## src/rtl/ps2_pkg.sv

```systemverilog
// Shared PS/2 scan-code constants, key bit positions, receiver states and the
// (ext, code) -> key bit lookup used by the decode layer.
package ps2_pkg;

  localparam logic [7:0] SC_EXT   = 8'hE0;
  localparam logic [7:0] SC_BRK   = 8'hF0;
  localparam logic [7:0] SC_LEFT  = 8'h6B;
  localparam logic [7:0] SC_RIGHT = 8'h74;
  localparam logic [7:0] SC_UP    = 8'h75;
  localparam logic [7:0] SC_DOWN  = 8'h72;
  localparam logic [7:0] SC_SPACE = 8'h29;

  localparam int NUM_KEYS  = 5;
  localparam int KEY_LEFT  = 0;
  localparam int KEY_RIGHT = 1;
  localparam int KEY_UP    = 2;
  localparam int KEY_DOWN  = 3;
  localparam int KEY_SPACE = 4;

  typedef enum logic [1:0] {IDLE, DATA, PARITY, STOP} rx_state_t;

  typedef struct packed {
    logic       hit;
    logic [2:0] idx;
  } key_map_t;

  // Arrow codes only count with the E0 prefix; the bare codes are keypad keys.
  function automatic key_map_t key_lookup(input logic ext, input logic [7:0] code);
    key_map_t m;
    m.hit = 1'b0;
    m.idx = 3'd0;
    if (ext) begin
      case (code)
        SC_LEFT:  begin m.hit = 1'b1; m.idx = 3'(KEY_LEFT);  end
        SC_RIGHT: begin m.hit = 1'b1; m.idx = 3'(KEY_RIGHT); end
        SC_UP:    begin m.hit = 1'b1; m.idx = 3'(KEY_UP);    end
        SC_DOWN:  begin m.hit = 1'b1; m.idx = 3'(KEY_DOWN);  end
        default:  ;
      endcase
    end else if (code == SC_SPACE) begin
      m.hit = 1'b1;
      m.idx = 3'(KEY_SPACE);
    end
    return m;
  endfunction

endpackage

```

## src/rtl/ps2_frame_rx.sv

```systemverilog
// PS/2 device-to-host deframer: synchronizer, stability filter, 11-bit frame
// FSM with mid-frame timeout. Emits one-cycle byte_valid / frame_err pulses.
module ps2_frame_rx
  import ps2_pkg::*;
#(
  parameter int FILTER_LEN     = 8,
  parameter int TIMEOUT_CYCLES = 50000
) (
  input  logic       clk,
  input  logic       rstn,
  input  logic       ps2_clk,
  input  logic       ps2_data,
  output logic       byte_valid,
  output logic [7:0] byte_data,
  output logic       frame_err
);

  localparam int FCW = $clog2(FILTER_LEN + 1);
  localparam int TW  = $clog2(TIMEOUT_CYCLES + 1);

  logic [1:0]     sync_p0, sync_p1;
  logic [1:0]     filt;
  logic [FCW-1:0] fcnt [2];
  logic           clk_prev;
  logic           fall;
  logic           din;

  rx_state_t      state;
  logic [2:0]     bit_cnt;
  logic           parity_ok;
  logic [TW-1:0]  timer;
  logic [7:0]     shreg;

  // Stage p0/p1: two-flop synchronizer; then a per-line stability filter
  always_ff @(posedge clk or negedge rstn) begin
    if (!rstn) begin
      sync_p0  <= 2'b11;
      sync_p1  <= 2'b11;
      filt     <= 2'b11;
      clk_prev <= 1'b1;
      for (int i = 0; i < 2; i++) fcnt[i] <= '0;
    end else begin
      sync_p0  <= {ps2_data, ps2_clk};
      sync_p1  <= sync_p0;
      clk_prev <= filt[0];
      for (int i = 0; i < 2; i++) begin
        if (sync_p1[i] == filt[i]) begin
          fcnt[i] <= '0;
        end else if (fcnt[i] == FCW'(FILTER_LEN - 1)) begin
          filt[i] <= sync_p1[i];
          fcnt[i] <= '0;
        end else begin
          fcnt[i] <= fcnt[i] + 1'b1;
        end
      end
    end
  end

  assign fall = clk_prev & ~filt[0];
  assign din  = filt[1];

  // Frame FSM: one step per filtered falling edge, timer guards partial frames
  always_ff @(posedge clk or negedge rstn) begin
    if (!rstn) begin
      state      <= IDLE;
      bit_cnt    <= '0;
      parity_ok  <= 1'b0;
      timer      <= '0;
      byte_valid <= 1'b0;
      byte_data  <= '0;
      frame_err  <= 1'b0;
    end else begin
      byte_valid <= 1'b0;
      frame_err  <= 1'b0;
      if (state == IDLE) begin
        timer <= '0;
        if (fall) begin
          if (!din) begin
            state   <= DATA;
            bit_cnt <= '0;
          end else begin
            frame_err <= 1'b1;
          end
        end
      end else if (fall) begin
        timer <= '0;
        case (state)
          DATA: begin
            bit_cnt <= bit_cnt + 1'b1;
            if (bit_cnt == 3'd7) state <= PARITY;
          end
          PARITY: begin
            parity_ok <= ^{shreg, din};
            state     <= STOP;
          end
          default: begin
            if (din && parity_ok) begin
              byte_valid <= 1'b1;
              byte_data  <= shreg;
            end else begin
              frame_err <= 1'b1;
            end
            state <= IDLE;
          end
        endcase
      end else if (timer == TW'(TIMEOUT_CYCLES - 1)) begin
        state     <= IDLE;
        frame_err <= 1'b1;
        timer     <= '0;
      end else begin
        timer <= timer + 1'b1;
      end
    end
  end

  // Data shift register carries no reset; it is only read after a full frame
  always_ff @(posedge clk) begin
    if (state == DATA && fall) shreg <= {din, shreg[7:1]};
  end

endmodule

```

## src/rtl/ps2_key_decoder.sv

```systemverilog
// PS/2 keyboard front end: deframes bytes and tracks set-2 make/break codes
// for the arrow keys and space into a held-key bitmap.
module ps2_key_decoder
  import ps2_pkg::*;
#(
  parameter int FILTER_LEN     = 8,
  parameter int TIMEOUT_CYCLES = 50000
) (
  input  logic                clk,
  input  logic                rstn,
  input  logic                ps2_clk,
  input  logic                ps2_data,
  output logic [NUM_KEYS-1:0] key_pressed,
  output logic                byte_valid,
  output logic [7:0]          byte_data,
  output logic                frame_err
);

  logic                ext, brk;
  key_map_t            map;
  logic [NUM_KEYS-1:0] mask;

  ps2_frame_rx #(
    .FILTER_LEN     (FILTER_LEN),
    .TIMEOUT_CYCLES (TIMEOUT_CYCLES)
  ) u_rx (
    .clk        (clk),
    .rstn       (rstn),
    .ps2_clk    (ps2_clk),
    .ps2_data   (ps2_data),
    .byte_valid (byte_valid),
    .byte_data  (byte_data),
    .frame_err  (frame_err)
  );

  assign map  = key_lookup(ext, byte_data);
  assign mask = NUM_KEYS'(1) << map.idx;

  // Decode stage: prefix bytes arm ext/brk, any other byte consumes them
  always_ff @(posedge clk or negedge rstn) begin
    if (!rstn) begin
      ext         <= 1'b0;
      brk         <= 1'b0;
      key_pressed <= '0;
    end else if (byte_valid) begin
      if (byte_data == SC_EXT) begin
        ext <= 1'b1;
      end else if (byte_data == SC_BRK) begin
        brk <= 1'b1;
      end else begin
        if (map.hit) key_pressed <= brk ? (key_pressed & ~mask) : (key_pressed | mask);
        ext <= 1'b0;
        brk <= 1'b0;
      end
    end
  end

endmodule

```

## config.mk

```make
export PLATFORM = sky130hd
export DESIGN_NAME = ps2_key_decoder
export DESIGN_NICKNAME = d
export VERILOG_FILES = /design/src/rtl/ps2_pkg.sv /design/src/rtl/ps2_frame_rx.sv /design/src/rtl/ps2_key_decoder.sv
export SDC_FILE = /design/constraint.sdc
export NUM_CORES = 1
export LEC_CHECK = 0
export BUFFER_PORTS_ARGS = -buffer_cell sky130_fd_sc_hd__buf_2
export CORE_ASPECT_RATIO = 0.8
export CORE_MARGIN = 1
export CORE_UTILIZATION = 63
export CTS_BUF_LIST = sky130_fd_sc_hd__clkbuf_16
export DETAILED_ROUTE_END_ITERATION = 16
export PLACE_DENSITY = 0.83
export SLEW_MARGIN = 30
export SYNTH_ARGS = -nofsm -noshare
export SYNTH_HDL_FRONTEND = slang
export SYNTH_SLANG_ARGS = --single-unit
```

## constraint.sdc

```tcl
create_clock -name clk -period 4.2 [get_ports clk]
set_clock_uncertainty 0.1 [all_clocks]
set_input_delay 0.21 -clock clk [delete_from_list [all_inputs] [get_ports clk]]
set_output_delay 0.21 -clock clk [all_outputs]
set_load 0.02 [all_outputs]
```

==> results.md <==
| Parameter | Reported |
|:---|:---|
| Detailed-routing iteration count for the pre-antenna-repair pass | 4 |
| Clock sink total | 62 |
| Residual DRC count | 0 |
| Final HPWL DP | 3.29 mm |
| Initial antenna violation count | 0 |
| Worst Path Class, Setup | flip-flop to flip-flop |
| CP Launch Type | flip-flop |
| Vias | 1906 |
| Die X | 76.9 um |
| DRT antenna net count | 0 |
| Post-Syn Instances | 247 |
| Initial Util | 66.4% |
| Required time at the endpoint of the critical path | 4260 ps |
| Floorplan die area | 4760 sq um |
| Time the worst path needs with I/O delays and setup | 2600 ps |
| H-tree depth | 3 |
| Maximum fanout along the worst path | 16 |
| Die span in y | 61.9 um |
| Count of max-cap constraint violations | 0 |
| Largest net degree at the start of global routing | 55 |
| Clk Latency, worst-skew pair | 320 ps |
| Buffer levels on the longest clock path | 2 |
| Unrepaired setup endpoints after global routing | false |
| Worst setup EP type | flip-flop |
| Gp weighted congestion | 0.872 |
| Vias per inst | 5.64 |
| Delay contributed by the slowest stage of the critical path | 720 ps |
| Terminus of the critical flop-to-flop path | u_rx.timer[12] |
| Layout overhead on the synthesized area | 17.3% |
| Leakage component of the power | 0.00149 uW |
| Cell Int Power | 1400 uW |
| Result of the run | complete, no violations |
| Antenna cell count | 0 |
| Placed cell count | 319 |
| Commonest non-fill, non-tap cells in the layout | sky130_fd_sc_hd__dfrtp_1, sky130_fd_sc_hd__nor2_1, sky130_fd_sc_hd__xnor2_1 |
| Post-synthesis instance area | 2830 sq um |
| Total number of yosys warnings | 0 |
| Worst reg-to-reg setup slack | 1600 ps |
| Normalized max-slew margin | 41.8% |
| Fraction of layout cells with a size suffix above 1 | 19.2% |
| Most common library cell in the layout ignoring fill and taps | sky130_fd_sc_hd__dfrtp_1 |
| Mean cell area of the mapped netlist | 11.4 sq um |
| Number of filler instances in the final layout | 264 |
| Final instance count without filler cells | 338 |
| IO Pins | 19 |
| Port bufs | 18 |
| Global-route usage over all layers | 25.5% |
| Cell with the largest stage delay on the worst path | sky130_fd_sc_hd__o41ai_4 |
| Syn Nets | 260 |
| Yosys cell types | 37 |
| Final sum of negative setup slack | 0 ps |
| Part of the Yosys area used for sequential elements | 56.6% |
| Pin slew with the least headroom to its limit | 870 ps |
| Clock tree from TritonCTS | yes |
| Vias in the first global route | 1838 |
| Comb pwr share | 20.3% |
| Core Box Area | 4260 sq um |
| Final routed wirelength across all metal layers | 5.26 mm |
| Number of buffers inserted by post-CTS setup repair | 0 |
| Worst hold slack | 254 ps |
| Proportion of register bits with asynchronous set or reset after synthesis | 87.1% |
| TritonCTS Buffers | 9 |
| Clock tree root buffer cell | sky130_fd_sc_hd__clkbuf_16 |
| Wire length of the first global-routing pass | 8.68 mm |
| P_sw | 572 uW |
| Hold Violations, Final | 0 |
| Finish-stage setup viols | 0 |
| Type of the tightest min-delay check | flip-flop to flip-flop |
| Count of cells along the worst register-to-register path | 5 |
| Post-detailed-route wirelength per cell | 15.5 um |
| Sw Share | 29.0% |
| Worst Setup SP | u_rx.timer[0] |
| Worst IR drop on VDD | 0.404 mV |
| Max Slew Vio Count | 0 |
| Number of flops mapped to enable cells by yosys | 8 |
| Sequential cell fraction of total power | 40.9% |
| Worst setup path end | u_rx.timer[12] |
| Clock slew at reported path FFs | 50 ps |
| Worst reg2reg path startpoint | u_rx.timer[0] |
| Top FF cell, synth | sky130_fd_sc_hd__dfrtp_1 |
| Number of DRC markers in iteration 0 | 170 |
| Layout net count | 289 |
| Share of the cycle needed by the critical path after routing | 61.9% |
| Clock network power share | 38.8% |
| F_max | 384 MHz |
| Power Density | 595 nW/um^2 |
| Number of synthesized register bits | 62 |
| Multi-input gate area | 1150 sq um |
| Remaining Overflow, GRT | 0 |
| Core occupancy in the finished layout | 77.9% |
| Chain of cells forming the critical path | ha_1 > nand3_1 > or4_4 > o41ai_4 > nor2_1 |
| Arrival time reported for the critical path endpoint | 2670 ps |
| Number of rows in the core area | 21 |
| Sequential cell area | 1600 sq um |
final cells by class:
class,instances,area share (%)
multi-input cells,166,34.6
repair buffers,22,3.85
clock buffers,9,6.79
clock inverters,7,2.64
inverters,15,1.70
well taps,57,2.15
flip-flops and latches,62,48.2
routing by layer:
metal / track usage [%] / share of wire, % / vias to the layer above / wire (um)
met5: 0 / 0 / - / 0
met4: 14.3 / 2.5 / 0 / 131
met3: 9.34 / 4.7 / 16 / 248
met2: 41.8 / 48 / 53 / 2500
met1: 30.2 / 45 / 917 / 2370
li1: - / - / 920 / -
cell families after synthesis:
group	synth area share, %
flops	56.6
mux	6.11
fa+ha+maj	3.98
simple gates	17.3
xor+xnor	7.92
compound gates	5.27
buf+inv	2.79
critical path: cells and delay by family, from the launching register on:
kind | cells | cell delay (ps)
flops | 1 | 390
fa+ha+maj | 1 | 210
compound gates | 1 | 720
simple gates | 3 | 1010
sequential cells by signal, summed over array words and instances (netlist names), 2 cells and up, named ones only:
| register | count |
|---|---|
| u_rx.filt | 2 |
| u_rx.sync_p1 | 2 |
| u_rx.shreg | 8 |
| u_rx.byte_data | 8 |
| u_rx.sync_p0 | 2 |
| u_rx.state | 2 |
| u_rx.bit_cnt | 3 |
| u_rx.timer | 16 |
| u_rx.fcnt | 8 |
Yosys cell counts (all sizes together), types with 5 or more instances:
master,instances,area [sq um]
nand2b,6,37.5
xnor2,20,175
mux2,10,113
edfxtp,8,240
nand2,16,60.1
dfrtp,47,1180
inv,15,56.3
a21oi,5,25.0
nor2,29,109
nor3,11,55.1
dfstp,7,184
ha,9,113
nand3,9,45.0
nor4,7,43.8
mux2i,6,60.1
o21ai,6,30.0
what timing repair did:
item                      in CTS  in global routing
hold endpoints to repair      49                  0
hold buffers                   3                  0
gates resized for setup        0                  0
power groups by stage:
stage / clock network [uW] / registers (uW) / logic (uW)
finish: 766 / 808 / 401
global route: 806 / 821 / 454
CTS: 776 / 807 / 404
detailed placement: 0 / 814 / 387
global placement: 0 / 809 / 370
floorplan: 0 / 790 / 326
worst min-delay path by stage:
stage	start	end	slack, ps	cells past startpoint
3_3_place_gp	ps2_clk	u_rx.sync_p0[0]	220	1
3_5_place_dp	ps2_clk	u_rx.sync_p0[0]	220	1
2_1_floorplan	rstn	async pin	-190	0
4_1_cts	u_rx.sync_p0[0]	u_rx.sync_p1[0]	250	0
5_1_grt	u_rx.sync_p0[0]	u_rx.sync_p1[0]	260	0
6_report	u_rx.sync_p0[0]	u_rx.sync_p1[0]	250	0
through the flow:
stage / instance area (sq um) / setup WS [ps] / total power, uW
floorplan: 2830 / 2060 / 1120
global placement: 2970 / 1770 / 1180
detailed placement: 2970 / 1630 / 1200
CTS: 3320 / 1590 / 1990
global route: 3320 / 1440 / 2080
finish: 3320 / 1600 / 1970
Power figures use the tool's default switching activity.
